File: src/rtl/stream_packer.sv
// stream_packer: packs RATIO narrow beats into one wide word, little-endian, with in_last early flush.
// Optional lane-valid mask output enabled by defining STREAM_PACKER_KEEP_EN.
module stream_packer #(
  parameter int IN_WIDTH = 8,
  parameter int RATIO    = 4
) (
  input  logic                          clk,
  input  logic                          rstn,
  input  logic                          clear,
  input  logic [IN_WIDTH-1:0]           in_data,
  input  logic                          in_valid,
  output logic                          in_ready,
  input  logic                          in_last,
  output logic [IN_WIDTH*RATIO-1:0]     out_data,
  output logic                          out_valid,
  input  logic                          out_ready,
  output logic                          out_last,
`ifdef STREAM_PACKER_KEEP_EN
  output logic [RATIO-1:0]              out_keep,
`endif
  output logic [$clog2(RATIO):0]        fill
);

  localparam int OUT_WIDTH = IN_WIDTH * RATIO;
  localparam int LB_RATIO  = $clog2(RATIO);

  logic [LB_RATIO-1:0]  cnt;
  logic [IN_WIDTH-1:0]  acc [RATIO-1];
  logic [OUT_WIDTH-1:0] merged;
  logic                 accept;
  logic                 close_word;

  assign in_ready   = !out_valid || out_ready;
  assign accept     = in_valid && in_ready;
  assign close_word = accept && (in_last || (cnt == LB_RATIO'(RATIO - 1)));
  assign fill       = {1'b0, cnt};

  // The closing beat lands directly in the output word, so acc only ever needs RATIO-1 lanes.
  always_comb begin
    merged = '0;
    for (int k = 0; k < RATIO - 1; k++) begin
      if (LB_RATIO'(k) < cnt) merged[k*IN_WIDTH +: IN_WIDTH] = acc[k];
    end
    for (int k = 0; k < RATIO; k++) begin
      if (cnt == LB_RATIO'(k)) merged[k*IN_WIDTH +: IN_WIDTH] = in_data;
    end
  end

  always_ff @(posedge clk) begin
    if (!rstn || clear) begin
      cnt       <= '0;
      out_valid <= 1'b0;
      out_data  <= '0;
      out_last  <= 1'b0;
      for (int k = 0; k < RATIO - 1; k++) acc[k] <= '0;
    end else if (close_word) begin
      cnt       <= '0;
      out_valid <= 1'b1;
      out_data  <= merged;
      out_last  <= in_last;
      for (int k = 0; k < RATIO - 1; k++) acc[k] <= '0;
    end else begin
      if (out_valid && out_ready) out_valid <= 1'b0;
      if (accept) begin
        cnt <= cnt + 1'b1;
        for (int k = 0; k < RATIO - 1; k++) begin
          if (cnt == LB_RATIO'(k)) acc[k] <= in_data;
        end
      end
    end
  end

`ifdef STREAM_PACKER_KEEP_EN
  logic [RATIO-1:0] keep_next;

  always_comb begin
    keep_next = '0;
    for (int k = 0; k < RATIO; k++) keep_next[k] = (LB_RATIO'(k) <= cnt);
  end

  // Keep mask follows the same load/clear timing as out_data.
  always_ff @(posedge clk) begin
    if (!rstn || clear) out_keep <= '0;
    else if (close_word) out_keep <= keep_next;
  end
`endif

endmodule
File: config.mk
export PLATFORM = sky130hd
export DESIGN_NAME = stream_packer
export DESIGN_NICKNAME = d
export VERILOG_FILES = /design/src/rtl/stream_packer.sv
export SDC_FILE = /design/constraint.sdc
export NUM_CORES = 1
export LEC_CHECK = 0
export CAP_MARGIN = 20
export CORE_MARGIN = 2
export CORE_UTILIZATION = 48
export CTS_CLUSTER_DIAMETER = 80
export DETAILED_ROUTE_END_ITERATION = 8
export PLACE_DENSITY = 0.73
export SLEW_MARGIN = 20
export SYNTH_ARGS = -nofsm -noshare
export SYNTH_HDL_FRONTEND = slang
export SYNTH_SLANG_ARGS = --single-unit
export TNS_END_PERCENT = 100
File: constraint.sdc
create_clock -name clk -period 4.9 [get_ports clk]
set_input_delay 0.49 -clock clk [delete_from_list [all_inputs] [get_ports clk]]
set_output_delay 0.49 -clock clk [all_outputs]
set_load 0.02 [all_outputs]
==> results of run 1 <==
## worst min-delay path by stage
stage	end	slack [ns]
2_1_floorplan	out_data[24]	0.54
3_3_place_gp	out_data[24]	0.46
3_5_place_dp	out_data[31]	0.46
4_1_cts	out_data[31]	0.47
5_1_grt	out_data[26]	0.50
6_report	out_data[31]	0.47
## worst max-delay path: stages
cell and delay [ns]:
clkdlybuf4s50_1 0.47, nor2b_2 0.08, inv_2 0.41, clkdlybuf4s50_1 0.72
## routing by layer
metal  vias to the layer above  part of all wire (%)
met5                         -                     0
met4                         0                   1.9
met3                        11                   6.1
met2                        65                    50
met1                       974                    42
li1                        969                     -
## stage by stage
| stage | total power [W] | hold slack [ns] | utilization, % | std cells |
|---|---|---|---|---|
| floorplan | 0.000610 | 0.545 | - | 232 |
| CTS | 0.00115 | 0.469 | 64.5 | 350 |
| global placement | 0.000650 | 0.456 | 60.2 | 334 |
| detailed placement | 0.000653 | 0.458 | 60.2 | 334 |
| finish | 0.00114 | 0.466 | 64.5 | 350 |
| global route | 0.00118 | 0.501 | 64.5 | 350 |
## power by group through the flow
stage / Combinational (W) / Clock [W] / Sequential, W
floorplan: 0.0000480 / 0 / 0.000562
global placement: 0.0000964 / 0 / 0.000554
detailed placement: 0.0000980 / 0 / 0.000555
CTS: 0.0000987 / 0.000507 / 0.000544
global route: 0.000106 / 0.000531 / 0.000545
finish: 0.0000992 / 0.000499 / 0.000543
## kinds of logic after synthesis
family	Yosys count	share of synthesized area, %
compound gates	81	20.7
flops	60	56.4
simple gates	51	12.6
buf+inv	26	4.46
mux	8	3.14
fa+ha+maj	5	2.45
other cells	1	0.147
## state kept, by name, summed over array words and instances, names as in the netlist
register   cells
out_last       1
out_data      32
acc           24
cnt            2
out_valid      1
## cell usage after synthesis, drive strengths merged
cell / instances
a22oi: 7
nand4: 2
and2: 8
inv: 4
dfxtp: 36
nand3: 1
or2: 1
ha: 5
a21oi: 11
a31oi: 24
o21ai: 5
nand2b: 1
nor3: 2
nor2b: 3
edfxtp: 24
conb: 1
and4: 1
nor2: 4
nand2: 17
a211oi: 24
clkbuf: 11
buf: 11
o21a: 1
nor4: 1
a31o: 1
o22ai: 8
mux2i: 8
and3b: 9
or4b: 1
## final cells by class
class	count	share of cell area, %
repair buffers	54	16.1
flip-flops and latches	60	43.7
clock inverters	6	2.58
clock buffers	10	4.18
inverters	4	0.456
well taps	70	2.66
multi-input cells	146	30.3
==> flow_summary.ini, run 1 <==
[status]
run_status = finished clean

[global_routing]
busiest_layer = met2
met3_usage_pct = 5.65
grt_pass1_vias = 1909
grt_antenna_before_repair = 0
globalRouteOverflowTotal = 0
grt_util_met2_pct = 35.2
grt_max_degree = 31
grt_first_pass_wirelength_um = 9760
met1_usage_pct = 26.9
grtUsageTotal_pct = 21.5

[power]
clockPowerShare_pct = 43.7
p_sw_share_pct = 23.2
switchingPower_w = 0.000264
internal_power_w = 0.000877
peakVddDrop_v = 0.000302
comb_power_share_pct = 8.7
power_density_mw_per_mm2 = 346
p_leak_nw = 1.22
p_seq_share_pct = 47.6

[worst_hold_path]
hold-path-cell-count = 2
hold_class = register to register
hp-start = out_data[31]

[synth]
yosysWarnings = 0
yosysTopAreaCell = dfxtp_1
netlist_area_mm2 = 0.00255
synthDistinctLibCells = 34
synth_nets = 251
synth_area_per_cell_um2 = 11.0
synth-seq-cells = 60
yosysSeqAreaShare_pct = 56.4
synthTopCellsByArea = dfxtp_1 (28%), edfxtp_1 (28%), a211oi_1 (7.1%)
synthCells = 232
yosys.area.top_type_share_pct = 28.2

[sta]
rsz0062_at_grt = no
clock_skew_ns = 0.0128
tightest_slew_ns = 1.06
min_period_ns = 2.66
report.final.slew_viol_count = 0
timing.slew.headroom_pct = 29.2
hold_viol_final = 0
final-setup-viol-count = 0
fin_tns_setup_ns = 0
period_share_pct = 54.3
setup_ws_ns = 2.24
max_freq_mhz = 376

[placement]
post-dp-hpwl_um = 4010
dp_slack_ns = 1.85
gp_congestion = 0.743
numPortBuffers = 50
place_area_mm2 = 0.00307

[route]
wire_per_inst_um = 17.3
drt_first_pass_iters = 4
drc = 0
drt_first_iter_violations = 123
dr_total_vias = 2019
ant_nets = 0
viasPerCell = 5.77
drt_wl_total_um = 6050

[setup_path]
criticalPathCategory = input port to primary output
rr_worst_depth = 4
r2r_slack_ns = 2.27
r2r_start = cnt[1]
cp-start-kind = input port
arrival_ns = 2.17
required_ns = 4.41
cp-end-kind = primary output
worstSetupEndpoint = in_ready
cp_max_fo = 30
r2r-end = acc[0][3]
crit_start = out_ready

[clock_tree]
htree_levels = 3
clk_path_buf_depth = 2
clkLatencyLatePin_ns = 0.34
cts_made_buffers = 9
cts_setup_buffers = 0
post_cts_resized = 0
clk_pin_slew_ns = 0.06
ctsRootBufferMaster = clkbuf_8
cts_tree = yes
cts_hold_buf = 0
clkSinkCount = 60

[cells_and_area]
area_growth_syn_to_layout_pct = 29.1
multiInputGateArea_um2 = 998
drive_gt1_share_pct = 9.64
fillers = 420
final_common_cell = clkdlybuf4s50_1
diodes = 0
final_cell_mix = clkdlybuf4s50_1 (50), dfxtp_1 (36), a31oi_1 (24), a211oi_1 (24), edfxtp_1 (24)
post-route-cell-area_mm2 = 0.00330
nets = 294
regArea_mm2 = 0.00144

[run]
cap_violations = 0

[floorplanning]
dieArea_mm2 = 0.00592
ioPinCount = 52
initial_core_util_pct = 50.0
core-area_mm2 = 0.00511
die_height_um = 76.9
die_w_um = 76.9
rows = 26
No activity file was read; power rests on OpenSTA's default activity.
==> inputs of run 2 (changes only) <==
==> constraint.sdc (replaced) <==
create_clock -name clk -period 2.6 [get_ports clk]
set_input_delay 0.26 -clock clk [delete_from_list [all_inputs] [get_ports clk]]
set_output_delay 0.26 -clock clk [all_outputs]
set_load 0.02 [all_outputs]
==> flow_summary.ini, run 2 (synthesized netlist as in run 1, its figures left out) <==
[status]
run_status = finished clean

[clock_tree]
clkSinkCount = 60
clkLatencyLatePin_ns = 0.34
cts_made_buffers = 9
post_cts_resized = 0
htree_levels = 3
cts_tree = yes
clk_path_buf_depth = 2
cts_setup_buffers = 0
clk_pin_slew_ns = 0.07
ctsRootBufferMaster = clkbuf_8
cts_hold_buf = 0

[route]
ant_nets = 0
viasPerCell = 5.75
drt_wl_total_um = 6240
dr_total_vias = 2060
drc = 0
wire_per_inst_um = 17.4
drt_first_iter_violations = 133
drt_first_pass_iters = 4

[setup_path]
cp_top_family = simple AND/OR/NAND/NOR gates
required_ns = 2.85
cp-end-kind = register
crit_buf_inv = 1
cp-start-kind = register
cp_max_fo = 12
criticalPathCategory = register to register
arrival_ns = 2.29
max_stage_delay_ns = 0.56
path_cells = inv_1 -> ha_1 -> nor2b_1 -> a22oi_1 -> a211oi_1
crit_slowest_cell = nor2b_1

[global_routing]
grt_max_degree = 30
grt_first_pass_wirelength_um = 9930
grtUsageTotal_pct = 22.0
grt_antenna_before_repair = 0
globalRouteOverflowTotal = 0
grt_pass1_vias = 1930

[cells_and_area]
multiInputGateArea_um2 = 998
diodes = 0
nets = 302
fillers = 454
final_cell_mix = clkdlybuf4s50_1 (50), dfxtp_1 (36), a31oi_1 (24), a211oi_1 (24), edfxtp_1 (24)
drive_gt1_share_pct = 11.8
regArea_mm2 = 0.00144
largest_reg_flops = 32
reg.largest.list = out_data x32, acc x24, cnt x2
final_common_cell = clkdlybuf4s50_1
finish.utilization_pct = 64.8
area_growth_syn_to_layout_pct = 29.7
largest-register = out_data

[floorplanning]
die_w_um = 76.9
initial_core_util_pct = 50.0
dieArea_mm2 = 0.00592
rows = 26
core-area_mm2 = 0.00511
ioPinCount = 52
die_height_um = 76.9

[placement]
numPortBuffers = 50
dp_slack_ns = 0.551
gp_congestion = 0.800
post-dp-hpwl_um = 4200

[power]
switchingPower_w = 0.000500
comb_power_share_pct = 9.7
p_leak_nw = 1.24
peakVddDrop_v = 0.000396
p_seq_share_pct = 51.5
p_sw_share_pct = 25.2
power_density_mw_per_mm2 = 600
internal_power_w = 0.00149
clockPowerShare_pct = 38.7

[run]
cap_violations = 0

[sta]
timing.slew.headroom_pct = 58.9
final-setup-viol-count = 0
min_period_ns = 2.03
max_freq_mhz = 492
hold_viol_final = 0
clock_skew_ns = 0.00668
hold_ws_ns = 0.464
fin_tns_setup_ns = 0
tightest_slew_ns = 0.615
period_share_pct = 78.1
report.final.slew_viol_count = 0
setup_ws_ns = 0.569
rsz0062_at_grt = no

[worst_hold_path]
hold_class = register to register
[run 2: cell type report]
cell class | instances | area share (%)
Clock buffer | 12 | 4.68
Timing Repair Buffer | 62 | 17.8
Clock inverter | 4 | 0.718
Tap cell | 70 | 2.64
Inverter | 4 | 0.453
Multi-Input combinational cell | 146 | 30.1
Sequential cell | 60 | 43.5
[run 2: metal layers]
| layer | wire length, µm | up-vias | track usage [%] |
|---|---|---|---|
| li1 | - | 984 | - |
| met4 | 144 | 0 | 12.0 |
| met5 | 0 | - | 0 |
| met3 | 330 | 9 | 4.00 |
| met1 | 2800 | 996 | 29.3 |
| met2 | 2960 | 71 | 33.9 |
[run 2: per-stage QoR]
stage | total power, W | std cells | area [µm²]
2_1_floorplan | 0.00115 | 232 | 2550
3_3_place_gp | 0.00124 | 342 | 3130
3_5_place_dp | 0.00124 | 342 | 3130
4_1_cts | 0.00200 | 358 | 3310
5_1_grt | 0.00205 | 358 | 3310
6_report | 0.00199 | 358 | 3310
[run 2: final timing paths]
path	from	end	slack, ns	depth (start not counted)
max	cnt[1]	out_data[13]	0.57	5
min	out_data[31]	out_data[31]	0.46	2
max reg2reg	cnt[1]	out_data[13]	0.57	5
min reg2reg	out_data[31]	out_data[31]	0.46	2
[run 2: power groups by stage]
stage | logic, W | registers [W] | clock network (W)
5_1_grt | 0.000208 | 0.00103 | 0.000810
4_1_cts | 0.000194 | 0.00102 | 0.000777
2_1_floorplan | 0.0000905 | 0.00106 | 0
3_5_place_dp | 0.000193 | 0.00105 | 0
6_report | 0.000194 | 0.00102 | 0.000769
3_3_place_gp | 0.000191 | 0.00104 | 0
[run 2: worst reg2reg max path: stages (launching register included)]
cell,delay [ns]
dfxtp_1,0.46
inv_1,0.10
ha_1,0.36
nor2b_1,0.57
a22oi_1,0.19
a211oi_1,0.27
==> inputs of run 3 (changes only) <==
==> constraint.sdc (replaced) <==
create_clock -name clk -period 1.9 [get_ports clk]
set_input_delay 0.19 -clock clk [delete_from_list [all_inputs] [get_ports clk]]
set_output_delay 0.19 -clock clk [all_outputs]
set_load 0.02 [all_outputs]
==> flow_summary.ini, run 3 (synthesized netlist as in run 1, its figures left out) <==
[setup_path]
r2r_slack_ns = 0.08
r2r_start = cnt[0]
criticalPathCategory = register to register
arrival_ns = 2.01
r2r-end = acc[0][22]
required_ns = 2.09
cp-start-kind = register
cp_max_fo = 8
cp-end-kind = register
rr_worst_depth = 5

[power]
internal_power_w = 0.00235
p_sw_share_pct = 22.9
p_seq_share_pct = 45.9
power_density_mw_per_mm2 = 873
peakVddDrop_v = 0.000612
p_leak_nw = 1.32
comb_power_share_pct = 9.4
clockPowerShare_pct = 44.7
switchingPower_w = 0.000700

[floorplanning]
core-area_mm2 = 0.00511
dieArea_mm2 = 0.00592
rows = 26
ioPinCount = 52
die_w_um = 76.9
initial_core_util_pct = 50.0
die_height_um = 76.9

[cells_and_area]
largest_reg_flops = 32
drive_gt1_share_pct = 14.7
final_common_cell = clkdlybuf4s50_1
post-route-cell-area_mm2 = 0.00350
reg.largest.list = out_data x32, acc x24, cnt x2
diodes = 0
largest-register = out_data
nets = 307
final_cell_mix = clkdlybuf4s50_1 (50), dfxtp_1 (35), a31oi_1 (24), a211oi_1 (24), edfxtp_1 (24)
area_growth_syn_to_layout_pct = 36.9

[sta]
final-setup-viol-count = 0
period_share_pct = 95.7
report.final.slew_viol_count = 0
max_freq_mhz = 550
clock_skew_ns = 0.00519
min_period_ns = 1.82
rsz0062_at_grt = no
setup_ws_ns = 0.0809
fin_tns_setup_ns = 0
hold_viol_final = 0

[route]
dr_total_vias = 2047
wire_per_inst_um = 17.1
ant_nets = 0
viasPerCell = 5.64
drt_first_pass_iters = 4
drt_wl_total_um = 6220
drc = 0
drt_first_iter_violations = 103

[worst_hold_path]
hp-start = out_data[25]
hold-path-cell-count = 2
hold_class = register to register
hold-path-endpoint = out_data[25]

[global_routing]
grtUsageTotal_pct = 22.8
grt_max_degree = 27
grt_pass1_vias = 1971
globalRouteOverflowTotal = 0
grt_first_pass_wirelength_um = 10200
grt_antenna_before_repair = 0

[clock_tree]
cts_tree = yes
cts_made_buffers = 9
htree_levels = 3
clkSinkCount = 60
clkLatencyLatePin_ns = 0.34
clk_path_buf_depth = 2
ctsRootBufferMaster = clkbuf_8
clk_pin_slew_ns = 0.07

[placement]
dp_slack_ns = 0.0514
post-dp-hpwl_um = 4230
gp_congestion = 0.806
numPortBuffers = 50
place_area_mm2 = 0.00325

[status]
run_status = finished clean

[run]
cap_violations = 0
## run 3: changes by cell type in the layout (fill, tap and decap cells not counted), sizes merged
| cell | previous run | this run |
|---|---|---|
| clkinv | 4 | 2 |
| buf | 12 | 17 |
| bufinv | 0 | 1 |
| inv | 4 | 5 |
## run 3: worst max path at each step
stage	slack [ns]	endpoint	startpoint	depth (start not counted)
floorplan	0.01	acc[0][10]	cnt[0]	6
global placement	0.06	acc[0][7]	rstn	5
detailed placement	0.05	in_ready	out_ready	4
CTS	0.07	acc[0][23]	cnt[0]	5
global route	0.01	acc[0][17]	cnt[0]	5
finish	0.08	acc[0][22]	cnt[0]	5
## run 3: cell type report
type,count,area [µm²]
Tap cell,70,87.6
Timing Repair Buffer,67,691
Fill cell,421,1610
Sequential cell,60,1440
Inverter,4,15.0
Clock buffer,12,199
Clock inverter,4,47.5
Multi-Input combinational cell,146,1010
## run 3: layer usage
layer | part of all wire (%) | GRT usage, %
met1 | 44 | 28.4
met2 | 50 | 37.8
met4 | 2.1 | 12.0
met3 | 3.1 | 4.12
met5 | 0 | 0
## run 3: power by group through the flow
stage	clock [W]	combinational [W]	sequential, W
floorplan	0	0.000127	0.00145
global placement	0	0.000284	0.00143
detailed placement	0	0.000287	0.00143
CTS	0.00138	0.000289	0.00140
global route	0.00143	0.000311	0.00141
finish	0.00136	0.000288	0.00140
## run 3: metrics by stage
stage / hold slack [ns] / power, W / instances / utilization, %
final: 0.469 / 0.00305 / 363 / 68.5
after floorplan: 0.340 / 0.00158 / 232 / -
after detailed placement: 0.460 / 0.00172 / 347 / 63.5
after global routing: 0.488 / 0.00315 / 363 / 68.5
after global placement: 0.456 / 0.00171 / 347 / 63.5
after CTS: 0.470 / 0.00307 / 363 / 68.5
## run 3: worst max-delay path, stage by stage, from the launching register on
cell and delay (ns):
dfxtp_1 0.37, ha_1 0.26, or4b_4 0.54, nor4_4 0.13, buf_4 0.19, and2_1 0.18
## run 3: repair_timing
item,CTS,global route
hold buffers,0,0
endpoints found under the setup margin,1,0
setup buffers,0,0
gates resized for setup,1,0
